File: config.mk
export PLATFORM = sky130hd
export DESIGN_NAME = microsecond_alarm
export DESIGN_NICKNAME = d
export VERILOG_FILES = /design/src/rtl/microsecond_alarm.sv
export SDC_FILE = /design/constraint.sdc
export NUM_CORES = 1
export LEC_CHECK = 0
export CAP_MARGIN = 5
export CORE_MARGIN = 3
export CORE_UTILIZATION = 55
export DETAILED_ROUTE_END_ITERATION = 10
export PLACE_DENSITY = 0.79
export SLEW_MARGIN = 40
export SYNTH_ARGS = -nofsm -noshare
export SYNTH_HDL_FRONTEND = slang
export SYNTH_SLANG_ARGS = --single-unit
File: constraint.sdc
create_clock -name I_CLK -period 5.2 [get_ports I_CLK]
set_input_delay 1.04 -clock I_CLK [delete_from_list [all_inputs] [get_ports I_CLK]]
set_output_delay 1.04 -clock I_CLK [all_outputs]
set_load 0.01 [all_outputs]
File: src/rtl/microsecond_alarm.sv
// One-shot/periodic alarm on the free-running microsecond count, with wrap-safe deadline compare.
// Define MICROSEC_ALARM_OVERRUN_EN to build the saturating late-periodic-expiry counter on O_OVERRUN.
module microsecond_alarm #(
    parameter int P_COUNTER_WIDTH = 32
) (
    input  logic                       I_CLK,
    input  logic                       I_NRESET,
    input  logic [P_COUNTER_WIDTH-1:0] I_MICROSEC_COUNT,
    input  logic                       I_START,
    input  logic [P_COUNTER_WIDTH-1:0] I_DURATION,
    input  logic                       I_PERIODIC,
    input  logic                       I_CANCEL,
    output logic                       O_BUSY,
    output logic                       O_EXPIRED,
    output logic [P_COUNTER_WIDTH-1:0] O_REMAINING,
    output logic [7:0]                 O_OVERRUN
);

    localparam int W = P_COUNTER_WIDTH;
    localparam logic [0:0] ST_IDLE  = 1'b0;
    localparam logic [0:0] ST_ARMED = 1'b1;
    // Largest duration that keeps the sign bit of (count - deadline) meaningful.
    localparam logic [W-1:0] MAX_DUR = {1'b0, {(W-1){1'b1}}};

    logic [0:0]   state_r;
    logic [W-1:0] deadline_r;
    logic [W-1:0] period_r;
    logic         periodic_r;
    logic         expired_r;
    logic [W-1:0] remaining_r;

    logic [W-1:0] dur_s;
    logic [W-1:0] diff_s;
    logic [W-1:0] remain_s;
    logic         hit_s;

    // Duration clamp, signed-wrap distance to the deadline and the expiry test.
    always_comb begin
        dur_s    = I_DURATION;
        diff_s   = I_MICROSEC_COUNT - deadline_r;
        remain_s = {W{1'b0}} - diff_s;
        hit_s    = 1'b0;
        if (I_DURATION > MAX_DUR) begin
            dur_s = MAX_DUR;
        end else begin
            dur_s = I_DURATION;
        end
        if (state_r == ST_ARMED) begin
            hit_s = ~diff_s[W-1];
        end else begin
            hit_s = 1'b0;
        end
    end

    // Alarm state, deadline bookkeeping and registered outputs; cancel beats start beats expiry.
    always_ff @(posedge I_CLK) begin
        if (!I_NRESET) begin
            state_r     <= ST_IDLE;
            deadline_r  <= {W{1'b0}};
            period_r    <= {W{1'b0}};
            periodic_r  <= 1'b0;
            expired_r   <= 1'b0;
            remaining_r <= {W{1'b0}};
        end else begin
            expired_r <= 1'b0;
            if (I_CANCEL) begin
                state_r     <= ST_IDLE;
                remaining_r <= {W{1'b0}};
            end else if (I_START) begin
                state_r     <= ST_ARMED;
                deadline_r  <= I_MICROSEC_COUNT + dur_s;
                period_r    <= dur_s;
                periodic_r  <= I_PERIODIC;
                remaining_r <= dur_s;
            end else if (hit_s) begin
                expired_r   <= 1'b1;
                remaining_r <= {W{1'b0}};
                if (periodic_r) begin
                    // Advance from the old deadline, not from "now", so periods never drift.
                    deadline_r <= deadline_r + period_r;
                end else begin
                    state_r <= ST_IDLE;
                end
            end else if (state_r == ST_ARMED) begin
                remaining_r <= remain_s;
            end else begin
                remaining_r <= {W{1'b0}};
            end
        end
    end

`ifdef MICROSEC_ALARM_OVERRUN_EN
    logic [7:0] overrun_r;

    // Count periodic expiries that arrive a full period or more late; only reset clears it.
    always_ff @(posedge I_CLK) begin
        if (!I_NRESET) begin
            overrun_r <= 8'd0;
        end else if (!I_CANCEL && !I_START && hit_s && periodic_r &&
                     (diff_s >= period_r) && (overrun_r != 8'hFF)) begin
            overrun_r <= overrun_r + 8'd1;
        end else begin
            overrun_r <= overrun_r;
        end
    end

    assign O_OVERRUN = overrun_r;
`else
    assign O_OVERRUN = 8'd0;
`endif

    assign O_BUSY      = (state_r == ST_ARMED);
    assign O_EXPIRED   = expired_r;
    assign O_REMAINING = remaining_r;

endmodule

==> reports/qor.csv, run 1 <==
stage,metric,value,unit
status,status,"complete, no violations",
sta,Slew @ Worst Pin,859,ps
floorplanning,Die H,137,um
sta,Clock Skew,10.2,ps
floorplanning,Core Box Area,16600,um^2
pwr,switching share of power,37.0,%
yosys,Netlist cell types,80,
cts,Post-CTS Setup Inserts,0,
pwr,Max IR drop VDD,0.176,mV
sta,Hold Slack,474,ps
sta,count of pins over their slew limit,0,
cts,cts bufs inserted,9,
detailed_routing,drt pass-1 iters,6,
floorplanning,Initial Util,56.5,%
yosys,Post-synth ARST share,0,%
critical_path,crit path capture type,flip-flop,
global_route,global-route wire length before repair,44600,um
detailed_routing,DRT iter0 DRCs,1001,
sta,worst relative slew slack,42.7,%
yosys,number of synthesized register bits,99,
pwr,sequential power share,30.4,%
sta,final cycle utilization of the critical path,94.6,%
detailed_routing,Via-to-Cell Ratio,6.04,
run,maxcap violations,0,
cts,clk slew on worst S/H paths,80,ps
critical_path,CP Data Required Time,5420,ps
sta,RSZ-0062 raised after global routing,no,
global_route,GRT Overall Usage,30.2,%
cts,H-tree depth,3,
critical_path,Worst EP arrival,5150,ps
worst_hold_path,HP Class,reg2reg,
placement,Detailed Place HPWL,22800,um
critical_path,R2R setup slack,1160,ps
critical_path,R2R Path End,deadline_r[17],
layout,"most common cell after layout, fill and taps aside",nand2_1,
sta,Final min period,4920,ps
yosys,Avg Inst Size Synth,7.55,um^2
worst_hold_path,Hold Path Depth,2,
layout,most frequent cells in the layout,"nand2_1, a21oi_1, clkdlybuf4s50_1",
placement,Port Buffer Count,102,
detailed_routing,DRC Markers,0,
pwr,Clk pwr share,28.3,%
critical_path,Crit Path Max Fanout,4,
sta,Final setup viols,0,
pwr,Logic pwr share,41.2,%
layout,nets,1530,
critical_path,worst r2r src,deadline_r[4],
detailed_routing,DRT Wirelength,28900,um
floorplanning,die area,18700,um^2
floorplanning,Top Ports,111,
critical_path,Worst setup startpoint,I_MICROSEC_COUNT[0],
critical_path,CP Launch Type,primary input,
layout,diode count,0,
yosys,synthesized instance count,1246,
cts,CTS tree,built,
cts,CTS root buffer,clkbuf_16,
layout,Area growth syn-to-layout,19.5,%
placement,GP Congestion,0.949,
global_route,pin count of the biggest net entering global routing,65,
detailed_routing,Detail Route Antenna Nets,0,
pwr,PwrDens,244,nW/um^2
detailed_routing,vias,9604,
yosys,predominant post-synthesis flop cell,dfxtp_1,
yosys,post-synthesis sequential area ratio,21.1,%
global_route,initial antenna violation count,0,
detailed_routing,post-DR wirelength/cell,18.2,um
layout,Finished Core Util,67.6,%
floorplanning,Die W,137,um
critical_path,R2R cell count,14,
sta,hold violation count in the final report,0,
critical_path,crit path to,O_REMAINING[23],
cts,clk buf depth,2,
yosys,number of flops mapped to enable cells by yosys,0,
floorplanning,Rows,47,
cts,Clock Latency Late Sink,360,ps
sta,Peak Freq,203,MHz
critical_path,Crit Path Class,in2reg,
yosys,"Cell Area, Synth",9410,um^2
layout,layout cells sized above 1,8.47,%
yosys,synth warn,0,
global_route,vias in the first global route,8441,
pwr,P_sw,1.01,mW
global_route,total grt overflow,0,
pwr,P_leak,4.87,nW
cts,Sink Count,99,
pwr,internal power,1.73,mW
metrics by stage:
step | cells | setup TNS [ps] | power [mW] | setup slack (ps) | cell area, um^2
6_report | 1589 | 0 | 2.74 | 279 | 11200
5_1_grt | 1589 | 0 | 2.89 | 75.1 | 11200
4_1_cts | 1589 | 0 | 2.73 | 190 | 11200
3_5_place_dp | 1573 | -821 | 1.95 | -175 | 10900
3_3_place_gp | 1573 | -280 | 1.93 | -101 | 10900
2_1_floorplan | 1253 | 0 | 1.62 | 617 | 9430
how the worst min path moves through the flow:
stage              endpoint          from  slack (ps)
2_1_floorplan  period_r[10]  period_r[10]         450
3_3_place_gp    period_r[2]   period_r[2]         460
3_5_place_dp    period_r[9]   period_r[9]         470
4_1_cts         period_r[9]   period_r[9]         480
5_1_grt        period_r[15]  period_r[15]         500
6_report        period_r[9]   period_r[9]         470
cells in the mapped netlist (7+ instances only):
cell      number  share of area (%)
a211oi_1      14                1.1
a21boi_0      19                1.5
a21o_1        36                2.9
a21oi_1      101                5.4
a31oi_1       12               0.80
and3_1        12               0.80
buf_4          8               0.64
clkbuf_1      45                1.8
dfxtp_1       99                 21
ha_1          94                 13
inv_1         66                2.6
nand2_1      168                6.7
nand2b_1      21                1.4
nand3_1       22                1.2
nand3b_1       7               0.56
nand4_1       13               0.86
nor2_1        86                3.4
nor2b_1       11               0.73
nor3_1        21                1.1
o211a_1       35                3.7
o211ai_1      24                1.9
o21a_1        15                1.2
o21ai_0       69                3.7
o22ai_1       14               0.93
or2_2         22                1.5
or3_1          8               0.53
xnor2_1       64                6.0
xor2_1        37                3.4
kinds of logic after synthesis:
logic type      Yosys count  synth area share, %
simple gates            425                 22.1
mux                       3                0.319
buf+inv                 122                 5.20
xor+xnor                102                 9.58
fa+ha+maj                97                 13.1
other cells               1               0.0399
flops                    99                 21.1
compound gates          397                 28.6
per-layer routing:
layer / up-vias / routed length (um) / track usage, %
met2: 395 / 11900 / 43.5
li1: 4732 / - / -
met1: 4450 / 14000 / 47.8
met4: 0 / 363 / 5.82
met3: 27 / 2510 / 4.04
met5: - / 0 / 0
area by class of cell:
class | count | area [um^2]
multi-input cells | 1032 | 6980
fillers | 1446 | 5400
flip-flops and latches | 99 | 1980
repair buffers | 156 | 1430
well taps | 220 | 275
inverters | 66 | 248
clock buffers | 9 | 225
clock inverters | 7 | 105
power by group through the flow:
stage | sequential, mW | clock (mW) | combinational (mW)
after detailed placement | 0.851 | 0 | 1.10
after CTS | 0.833 | 0.786 | 1.11
after floorplan | 0.847 | 0 | 0.771
after global placement | 0.848 | 0 | 1.08
final | 0.834 | 0.776 | 1.13
after global routing | 0.838 | 0.810 | 1.24
repair_timing:
action	in CTS	in global routing
hold buffers	0	0
setup endpoints to repair	0	3
gates resized for setup	0	1
flip-flops by register name, summed over array words and instances, names as in the netlist:
| signal | count |
|---|---|
| O_BUSY | 1 |
| O_EXPIRED | 1 |
| O_REMAINING | 32 |
| deadline_r | 32 |
| period_r | 32 |
| periodic_r | 1 |
worst max-delay path, stage by stage:
cell and delay [ps]:
clkdlybuf4s50_1 500, inv_1 60, ha_1 210, fa_1 430, nand2b_1 200, a211oi_2 310
nand2b_1 210, o211a_1 190, and3_1 210, or4b_4 490, or3_1 390, or4_4 450
nor3b_2 210, xnor2_1 150, o22ai_2 80
No activity file was read; power rests on OpenSTA's default activity.
==> run 2, diff against run 1 <==
--- a/config.mk
+++ b/config.mk
@@ -6,7 +6,6 @@
 export NUM_CORES = 1
 export LEC_CHECK = 0
 export CAP_MARGIN = 5
-export CORE_MARGIN = 3
 export CORE_UTILIZATION = 55
 export DETAILED_ROUTE_END_ITERATION = 10
 export PLACE_DENSITY = 0.79
==> reports/qor.csv, run 2 (synthesis results as in run 1) <==
stage,metric,value,unit,change
cts,clk slew on worst S/H paths,80,ps,about the same
sta,RSZ-0062 raised after global routing,no,,
sta,Final min period,4900,ps,-20.4 ps
placement,Detailed Place HPWL,22700,um,-0.60%
pwr,sequential power share,30.7,%,+0.3 points
critical_path,Levels on crit path,16,,+1
floorplanning,die area,17600,um^2,-5.8%
layout,post-route cell area,11200,um^2,about the same
pwr,Max IR drop VDD,0.177,mV,+0.76%
pwr,P_sw,1.02,mW,+0.54%
detailed_routing,Detail Route Antenna Nets,0,,unchanged
floorplanning,Die W,133,um,-2.9%
sta,setup TNS,0,ps,unchanged
detailed_routing,post-DR wirelength/cell,18.2,um,about the same
sta,Slew @ Worst Pin,762,ps,-96.8 ps
cts,Sink Count,99,,unchanged
critical_path,R2R cell count,14,,unchanged
detailed_routing,Via-to-Cell Ratio,6.08,,+0.62%
layout,"most common cell after layout, fill and taps aside",nand2_1,,
critical_path,Crit Path Class,in2reg,,
sta,final cycle utilization of the critical path,94.3,%,-0.39 points
pwr,P_leak,4.87,nW,about the same
placement,GP Congestion,1.00,,+5.7%
cts,Post-CTS Hold Fix Bufs,0,,unchanged
critical_path,Top delay family on crit path,simple AND/OR/NAND/NOR gates,,
cts,clk buf depth,2,,unchanged
global_route,pin count of the biggest net entering global routing,65,,unchanged
detailed_routing,DRT iter0 DRCs,1116,,+11%
layout,Finished Core Util,67.5,%,about the same
sta,count of pins over their slew limit,0,,unchanged
critical_path,Worst EP arrival,5130,ps,-20 ps
critical_path,CP Launch Type,primary input,,
layout,most frequent cells in the layout,"nand2_1, a21oi_1, clkdlybuf4s50_1",,
layout,Multi-input gate area,6980,um^2,about the same
layout,diode count,0,,unchanged
cts,H-tree depth,3,,unchanged
worst_hold_path,HP Class,reg2reg,,
placement,DP Area,10900,um^2,about the same
cts,Post-CTS Setup Inserts,0,,unchanged
critical_path,"slowest stage cell, crit path",or4_4,,
critical_path,Crit Path Max Fanout,3,,-1
floorplanning,Rows,47,,unchanged
layout,Filler cells,1450,,+0.28%
layout,FF+latch area,1980,um^2,unchanged
floorplanning,Die H,133,um,-2.9%
detailed_routing,DRT Wirelength,28900,um,+0.14%
detailed_routing,DRC Markers,0,,unchanged
global_route,initial antenna violation count,0,,unchanged
pwr,PwrDens,242,nW/um^2,-0.80%
cts,CTS tree,built,,
global_route,vias in the first global route,8604,,+1.9%
cts,CTS root buffer,clkbuf_16,,
sta,Peak Freq,204,MHz,+0.42%
critical_path,crit path capture type,flip-flop,,
critical_path,WP buf/inv,3,,+1
critical_path,critical-path cell list,clkdlybuf4s50_1 > inv_1 > ha_1 > fa_1 > nand2b_1 > a211oi_1 > buf_4 > o211ai_1 > nand3_1 > nor3_1 > or3b_2 > or3b_1 > or4_4 > nor3b_2 > xnor2_1 > o22ai_2,,
floorplanning,Initial Util,56.5,%,unchanged
cts,Clock Latency Late Sink,360,ps,about the same
status,status,"complete, no violations",,
sta,Clock Skew,12.4,ps,+2.17 ps
floorplanning,Core Box Area,16600,um^2,unchanged
global_route,total grt overflow,0,,unchanged
detailed_routing,vias,9670,,+0.69%
pwr,internal power,1.70,mW,-1.7%
sta,hold violation count in the final report,0,,unchanged
floorplanning,Top Ports,111,,unchanged
detailed_routing,drt pass-1 iters,7,,+1
layout,layout cells sized above 1,8.54,%,+0.067 points
pwr,switching share of power,37.6,%,+0.52 points
layout,Area growth syn-to-layout,19.4,%,about the same
global_route,global-route wire length before repair,45300,um,+1.5%
cts,post_cts resized,0,,unchanged
layout,nets,1531,,+0.065%
critical_path,CP Data Required Time,5430,ps,about the same
global_route,GRT Overall Usage,32.8,%,+2.6 points
sta,worst relative slew slack,49.1,%,+6.3 points
cts,cts bufs inserted,9,,unchanged
run,maxcap violations,0,,unchanged
critical_path,CP max stage delay,570,ps,+70 ps
placement,Port Buffer Count,102,,unchanged
pwr,Logic pwr share,41.7,%,+0.5 points
pwr,Clk pwr share,27.5,%,-0.8 points
worst_hold_path,Hold Path Depth,2,,unchanged
sta,Final setup viols,0,,unchanged
-- run 2: cell count changes in the layout (fill, tap and decap cells not counted), sizes merged --
cell / delta
clkinv: +1
clkbuf: +1
bufinv: -1
buf: +1
clkinvlp: -1
-- run 2: routing by layer --
layer	vias up	share of wire [%]	track usage, %
met5	-	0	0
met4	0	1.9	8.94
met3	34	9.2	4.75
met2	437	40	46.5
met1	4454	49	50.7
li1	4745	-	-
-- run 2: area by class of cell --
cell class	instances	share of cell area, %
Multi-Input combinational cell	1032	62.1
Tap cell	220	2.45
Clock inverter	6	0.702
Inverter	66	2.21
Clock buffer	10	2.13
Sequential cell	99	17.6
Timing Repair Buffer	157	12.8
-- run 2: stage by stage --
step                setup WS [ps]  hold slack (ps)  instances  power, mW
floorplan                     617              447       1253       1.62
global placement            -5.21              459       1574       1.94
detailed placement          -53.5              466       1574       1.95
CTS                           314              476       1590       2.70
global route                 99.0              493       1590       2.86
finish                        299              469       1590       2.72
-- run 2: power groups by stage --
stage / registers, mW / logic [mW] / clock network, mW
6_report: 0.835 / 1.13 / 0.748
5_1_grt: 0.839 / 1.24 / 0.782
4_1_cts: 0.833 / 1.11 / 0.752
3_5_place_dp: 0.851 / 1.10 / 0
3_3_place_gp: 0.849 / 1.09 / 0
2_1_floorplan: 0.847 / 0.771 / 0
-- run 2: final timing paths --
| path | slack (ps) | to | from |
|---|---|---|---|
| setup / recovery | 300 | O_REMAINING[23] | I_MICROSEC_COUNT[0] |
| hold / removal | 470 | period_r[0] | period_r[0] |
| setup reg to reg | 1160 | O_REMAINING[23] | deadline_r[0] |
| hold reg to reg | 470 | period_r[0] | period_r[0] |
-- run 2: worst min-delay path, delay by kind of cell (launching register included) --
| family | cells | cell delay [ps] |
|---|---|---|
| AOI/OAI and AO/OA | 1 | 60 |
| DFF | 1 | 310 |
| and+or+nand+nor | 1 | 50 |
